[src/rtl/gate_equiv_sequencer.sv]
// Sweeps every input vector through two implementations of a function and compares them,
// capturing both truth tables, the mismatch count and the lowest failing minterm.
module gate_equiv_sequencer #(
    parameter int N_IN   = 2,
    parameter int SETTLE = 1
) (
    input  logic                 clk,
    input  logic                 rst_n,
    input  logic                 start,
    input  logic                 abort,
    input  logic                 sa,
    input  logic                 sb,
    output logic [N_IN-1:0]      x_out,
    output logic                 busy,
    output logic                 done,
    output logic                 pass,
    output logic [N_IN:0]        mismatch_cnt,
    output logic [N_IN-1:0]      first_fail,
    output logic [2**N_IN-1:0]   tt_a,
    output logic [2**N_IN-1:0]   tt_b
);

    localparam int               NT          = 2**N_IN;
    localparam logic [N_IN-1:0]  X_LAST      = {N_IN{1'b1}};
    localparam logic [N_IN:0]    CNT_MAX     = (N_IN+1)'(NT);
    localparam logic [3:0]       SETTLE_LAST = 4'(SETTLE-1);

    typedef enum logic [1:0] {S_IDLE, S_DRIVE, S_SAMPLE, S_DONE} state_t;

    state_t              state_q;
    logic [N_IN-1:0]     x_q;
    logic [3:0]          settle_q;
    logic                busy_q;
    logic                done_q;
    logic                pass_q;
    logic [N_IN:0]       mcnt_q;
    logic [N_IN:0]       mcnt_d;
    logic [N_IN-1:0]     ff_q;
    logic [NT-1:0]       tta_q;
    logic [NT-1:0]       ttb_q;

    assign mcnt_d = (mcnt_q == CNT_MAX) ? mcnt_q : mcnt_q + 1'b1;

    always_ff @(posedge clk or negedge rst_n) begin
        if (!rst_n) begin
            state_q  <= S_IDLE;
            x_q      <= '0;
            settle_q <= '0;
            busy_q   <= 1'b0;
            done_q   <= 1'b0;
            pass_q   <= 1'b0;
            mcnt_q   <= '0;
            ff_q     <= '0;
            tta_q    <= '0;
            ttb_q    <= '0;
        end else begin
            case (state_q)
                S_IDLE: begin
                    if (start && !abort) begin
                        state_q  <= S_DRIVE;
                        x_q      <= '0;
                        settle_q <= '0;
                        busy_q   <= 1'b1;
                        pass_q   <= 1'b0;
                        mcnt_q   <= '0;
                        ff_q     <= '0;
                        tta_q    <= '0;
                        ttb_q    <= '0;
                    end
                end
                S_DRIVE: begin
                    if (abort) begin
                        state_q <= S_IDLE;
                        busy_q  <= 1'b0;
                        pass_q  <= 1'b0;
                    end else if (settle_q == SETTLE_LAST) begin
                        state_q <= S_SAMPLE;
                    end else begin
                        settle_q <= settle_q + 4'd1;
                    end
                end
                S_SAMPLE: begin
                    // abort wins: the minterm under test is dropped, not recorded
                    if (abort) begin
                        state_q <= S_IDLE;
                        busy_q  <= 1'b0;
                        pass_q  <= 1'b0;
                    end else begin
                        tta_q[x_q] <= sa;
                        ttb_q[x_q] <= sb;
                        if (sa != sb) begin
                            mcnt_q <= mcnt_d;
                            if (mcnt_q == '0) ff_q <= x_q;
                        end
                        if (x_q == X_LAST) begin
                            state_q <= S_DONE;
                            busy_q  <= 1'b0;
                            done_q  <= 1'b1;
                        end else begin
                            state_q  <= S_DRIVE;
                            x_q      <= x_q + 1'b1;
                            settle_q <= '0;
                        end
                    end
                end
                S_DONE: begin
                    state_q <= S_IDLE;
                    done_q  <= 1'b0;
                    pass_q  <= (mcnt_q == '0);
                end
                default: state_q <= S_IDLE;
            endcase
        end
    end

    assign x_out        = x_q;
    assign busy         = busy_q;
    assign done         = done_q;
    assign pass         = pass_q;
    assign mismatch_cnt = mcnt_q;
    assign first_fail   = ff_q;
    assign tt_a         = tta_q;
    assign tt_b         = ttb_q;

endmodule

[config.mk]
export PLATFORM = sky130hd
export DESIGN_NAME = gate_equiv_sequencer
export DESIGN_NICKNAME = d
export VERILOG_FILES = /design/src/rtl/gate_equiv_sequencer.sv
export SDC_FILE = /design/constraint.sdc
export NUM_CORES = 1
export LEC_CHECK = 0
export CORE_MARGIN = 4
export CORE_UTILIZATION = 35
export CTS_CLUSTER_DIAMETER = 30
export DETAILED_ROUTE_END_ITERATION = 6
export GPL_TIMING_DRIVEN = 1
export PLACE_DENSITY_LB_ADDON = 0.12
export SLEW_MARGIN = 20
export SYNTH_ARGS = -nofsm -noshare
export SYNTH_HDL_FRONTEND = slang
export SYNTH_SLANG_ARGS = --single-unit
[constraint.sdc]
create_clock -name clk -period 3.5 [get_ports clk]
set_clock_uncertainty 0.05 [all_clocks]
set_input_delay 0.35 -clock clk [delete_from_list [all_inputs] [get_ports clk]]
set_output_delay 0.35 -clock clk [all_outputs]
set_load 0.01 [all_outputs]
Yosys cells after proc, flatten, opt, wreduce, memory -nomap -nowiden
Cells that the tools add are included.
Widths: inputs -> output; s select.
{ "classes": {"add_sub_neg": 3, "multipliers": 0, "div_mod_pow": 0, "magnitude_cmp": 2, "eq_ne": 19, "shifts": 0, "mux": 43, "n_bitwise": 0, "reduce_logical": 19} }
{ "op_table": {"columns": ["cell", "count"], "rows": [
  ["$mux 4", 7],
  ["$mux 2", 11],
  ["$ne 2x2->1 const B", 10],
  ["$pmux 4 s2", 2],
  ["$mux 3", 4],
  ["$pmux 4 s3", 1],
  ["$reduce_and 5->1", 2],
  ["$bwmux 4", 2],
  ["$mux 1", 8],
  ["$pmux 2 s2", 2],
  ["$pmux 2 s4", 1],
  ["$reduce_and 4->1", 2],
  ["$eq 2x2->1 const B", 3],
  ["$ne 3x3->1 const B", 2],
  ["$pmux 1 s3", 2],
  ["$pmux 3 s2", 1],
  ["$reduce_and 3->1", 2],
  ["$reduce_and 6->1", 1],
  ["$add 4x1->4 const B", 1],
  ["$logic_not 4->1", 1],
  ["$reduce_and 2->1", 2],
  ["$reduce_bool 2->1", 2],
  ["$add 3x1->3 const B", 1],
  ["$eq 3x3->1 const B", 1],
  ["other kinds (14)", 15]
]} }
{ "word_totals": {"regBits": 24, "latchBits": 0, "ramBits": 0, "rom_bits": 0, "inputBits": 6, "output_inout_bits": 18, "wordCells": 96, "memories": 0} }

Depth between registers and ports, before layout
{ "logic_depth": {"ltp_word": 7, "mapped_depth": 8} }

Worst setup path after synthesis
OpenSTA, ideal clock, no wires.
{ "synth_path": {"path_kind": "flip-flop to flip-flop", "start": "reg state_q[0]", "end": "reg settle_q[3]", "t_arrival_ns": 1.940, "t_required_ns": 3.381, "setup_slack_ns": 1.441, "path_stages_with_launch": 8, "path_buffers": 1, "period_less_slack_ns": 2.059, "path_cell_list": "dfrtp_1 inv_1 ha_1 buf_6 o21a_1 or3_4 or4b_1 nand3_1"} }
{ "synth_via": {"elab_chain_cells": 3} }
{ "synth_lines": {"columns": ["element", "line", "text"], "rows": [
  ["start: declaration", "30", "state_t state_q;"],
  ["start signal: assignment", "46", "state_q <= S_IDLE;"],
  ["start signal: assignment", "60", "state_q <= S_DRIVE;"],
  ["start signal: assignment", "73", "state_q <= S_IDLE;"],
  ["$eq 2x1->1, or another cell as far along", "57", "case (state_q)"],
  ["$ne 2x2->1 (no source line) or $reduce_bool 3->1 (tied branches)", null, null],
  ["$reduce_and 6->1 (no source line)", null, null],
  ["end signal: assignment", "79", "settle_q <= settle_q + 4'd1;"],
  ["end: declaration", "32", "logic [3:0] settle_q;"]
]} }
Parallel ways exist; a longest one is shown, timed or not.
A chain may end at the register's enable or synchronous reset.

Worst setup path after layout
Ends and elaborated chain as after synthesis.

==> results.yml <==
status:
  status: "completed"
critical_path:
  crit_arrival_ns: 2.52
  startpoint_type: "flop"
  reg2regPathDepth: 6
  worstSetupStartpoint: "state_q[0]"
  reg_to_reg_startpoint: "state_q[0]"
  critical_path.endpoint_type: "flop"
  path_class: "reg2reg"
  critPathRequiredTime_ns: 3.65
  cp_max_fo: 13
synthesis:
  synthesis.area_mm2: 0.00147
  postSynthRegisterBits: 24
  synthDominantCellAreaShare: 0.408
  post_synth.cell_area_avg_um2: 9.68
  total_number_of_yosys_warnings: 0
  synth_adder_area_share: 0.136
  syn_nets: 174
  ranking_of_synthesized_cells_by_area: "dfrtp_1 41%, ha_1 14%, a22o_1 4.8%"
  post_synth_num_cell_types: 39
  ys_seq_area_frac: 0.408
  synth-xor-area-share: 0.00595
  synthCells: 152
  compound_gate_fraction_of_synth_area: 0.208
  synth_top_family_by_area: "compound AO/OA/AOI/OAI gates"
  synth_simple_gate_area_frac: 0.137
  synth_top_cell_by_area: "dfrtp_1"
  synth.mux.area_fraction: 0.0425
floorplan:
  floorplan.die.width_um: 72.8
  dieHeight_um: 72.8
  io_pins: 24
  initial_utilization: 0.365
  fp-row-count: 23
  fp.dieArea_mm2: 0.00531
  core_mm2: 0.00403
run:
  cap_viol_max_count: 0
clock_network:
  worst_setup_hold_path_clk_slew_ns: 0.09
  tritoncts_num_sinks: 24
  clk_latency_ns: 0.26
  ctsResizeCount: 0
  post-cts-setup-buffers: 0
  max-clock-path-buffers: 2
  cts_tree: "yes"
  cts_hold_buffers: 0
  cts_inserted_buffers: 3
  cts_htree_levels: 1
  root_buffer_selected_by_cts: "clkbuf_8"
route:
  drtPass1Iterations: 4
  drtAntennaViolNets: 0
  drt-total-wl_um: 3190
  route.detailed.vias_per_inst: 5.21
  drc: 0
  via_count: 1167
  wl_per_cell_um: 14.2
  first_iter_violations: 25
timing:
  worst_pin_slew_ns: 0.539
  report.final.slew_viol_count: 0
  count_of_final_hold_check_violations: 0
  setup_total_negative_slack_ns: 0
  report.final.setup_viol: 0
  max-slew-margin-rel: 0.640
  final_period_minus_worst_setup_slack_ns: 2.37
  rsz0062_at_grt: "false"
  fmax_ghz: 0.423
  post-route-period-util: 0.676
grt:
  maximum_number_of_pins_on_one_net_before_global_route_repair: 25
  vias_in_the_first_global_route: 1143
  global_route.overflow_total: 0
  grt_antenna_before_repair: 0
  grt_pass1_wl_um: 5550
  gr-usage-all-layers: 0.133
power_and_ir_drop:
  irDropWorstVdd_mv: 0.221
  pwr_density_cell_mw_per_mm2: 661
  p_leak_uw: 0.000797
layout:
  antenna_diode_count: 0
  area_growth_pct: 22.5
  multi_input_comb_area_um2: 779
  layout.nets: 197
  post_route_cells_drive_above_1_share: 0.0575
  final_cell_count_no_fill: 224
  register_cell_area_after_layout_um2: 601
  num-fill-cells: 393
worst_hold_path:
  min-delay-path-class: "in2async"
placed_design:
  placedCellCount: 220
  numPortBuffers: 23
  place.detailed.hpwl_um: 2480
  gp_congestion: 0.776
-- synthesized netlist by cell type --
cell,n
o22a_1,1
or4b_1,1
o21bai_1,1
o21ai_0,11
nor3_1,2
xnor2_1,1
a21bo_2,1
a41oi_1,1
nand3b_1,1
o2bb2ai_1,2
a32o_1,1
o211ai_1,2
inv_1,17
or3_4,1
and3_1,1
nand4_1,2
a221o_1,1
o21a_1,1
a22oi_1,1
o31ai_1,1
o22ai_1,2
nor2b_1,4
dfrtp_1,24
a21o_1,1
buf_2,1
ha_1,16
a21oi_1,2
mux2i_1,4
buf_6,1
a22o_1,8
mux2_2,2
nand2_1,13
a211o_1,1
o221ai_1,2
nand3_1,8
clkbuf_1,3
nor2_1,8
a31o_2,1
a31oi_1,1
-- logic make-up after synthesis --
| logic type | Yosys count |
|---|---|
| AOI/OAI and AO/OA | 42 |
| xor gates and xnor gates | 1 |
| adders and majority gates | 16 |
| buffers and inverters | 22 |
| DFF | 24 |
| muxes | 6 |
| and+or+nand+nor | 41 |
-- power by group --
part | internal (uW) | switching (uW) | total (uW)
clock | 153 | 92.7 | 246
sequential | 334 | 61.4 | 395
combinational | 252 | 299 | 551
-- through the flow --
| stage | util | total power, uW | hold WS, ns | worst slack [ns] | area [um^2] |
|---|---|---|---|---|---|
| floorplan | - | 781 | 0.00441 | 1.44 | 1470 |
| global placement | 0.431 | 939 | 0.439 | 1.17 | 1740 |
| detailed placement | 0.430 | 957 | 0.327 | 1.10 | 1730 |
| CTS | 0.448 | 1210 | 0.0303 | 1.14 | 1800 |
| global route | 0.448 | 1290 | 0.0440 | 1.00 | 1800 |
| finish | 0.448 | 1190 | 0.00384 | 1.13 | 1800 |
-- metal layers --
metal,track usage,wire [um],part of all wire
met4,0.0307,22,0.0069
met3,0.0234,98,0.031
met5,0,0,0
met2,0.224,1580,0.49
met1,0.178,1490,0.47
-- cells in the final DEF, fill, tap and decap left out, types with 3 or more instances in the layout --
cell type	netlist	final
a22o_1	8	8
o21ai_0	11	11
mux2i_1	4	4
clkdlybuf4s50_1	0	22
ha_1	16	16
clkbuf_8	0	3
nand2_1	13	13
nand3_1	8	8
inv_1	17	17
nor2_1	8	8
dfrtp_1	24	24
nor2b_1	4	4
-- sequential cells by signal, summed over array words and instances (netlist names), 2 cells and up --
| name | count |
|---|---|
| x_out | 2 |
| state_q | 2 |
| tt_b | 4 |
| mismatch_cnt | 3 |
| settle_q | 4 |
| tt_a | 4 |
| first_fail | 2 |
-- worst max-delay path: stages (launching register included) --
cell and delay, ns:
dfrtp_1 0.45, inv_1 0.11, ha_1 0.35, a221o_1 0.39, or3_4 0.35, or4b_1 0.48
nand3_1 0.11
-- layout make-up --
cell class / count / area share
clock buffer: 3 / 0.0229
clock inverter: 1 / 0.0167
inverter: 17 / 0.0354
multi-input combinational: 106 / 0.432
sequential: 24 / 0.333
tap: 50 / 0.0347
timing repair buffer: 23 / 0.125
-- worst paths after layout --
path,to,slack [ns]
min in group clk,tt_b[1],0.46
max reg2reg,settle_q[3],1.13
min reg2reg,tt_b[1],0.46
max in group asynchronous,state_q[0],3.04
max,settle_q[3],1.13
min,tt_b[0],0.004
(Power assumes the default switching activity.)
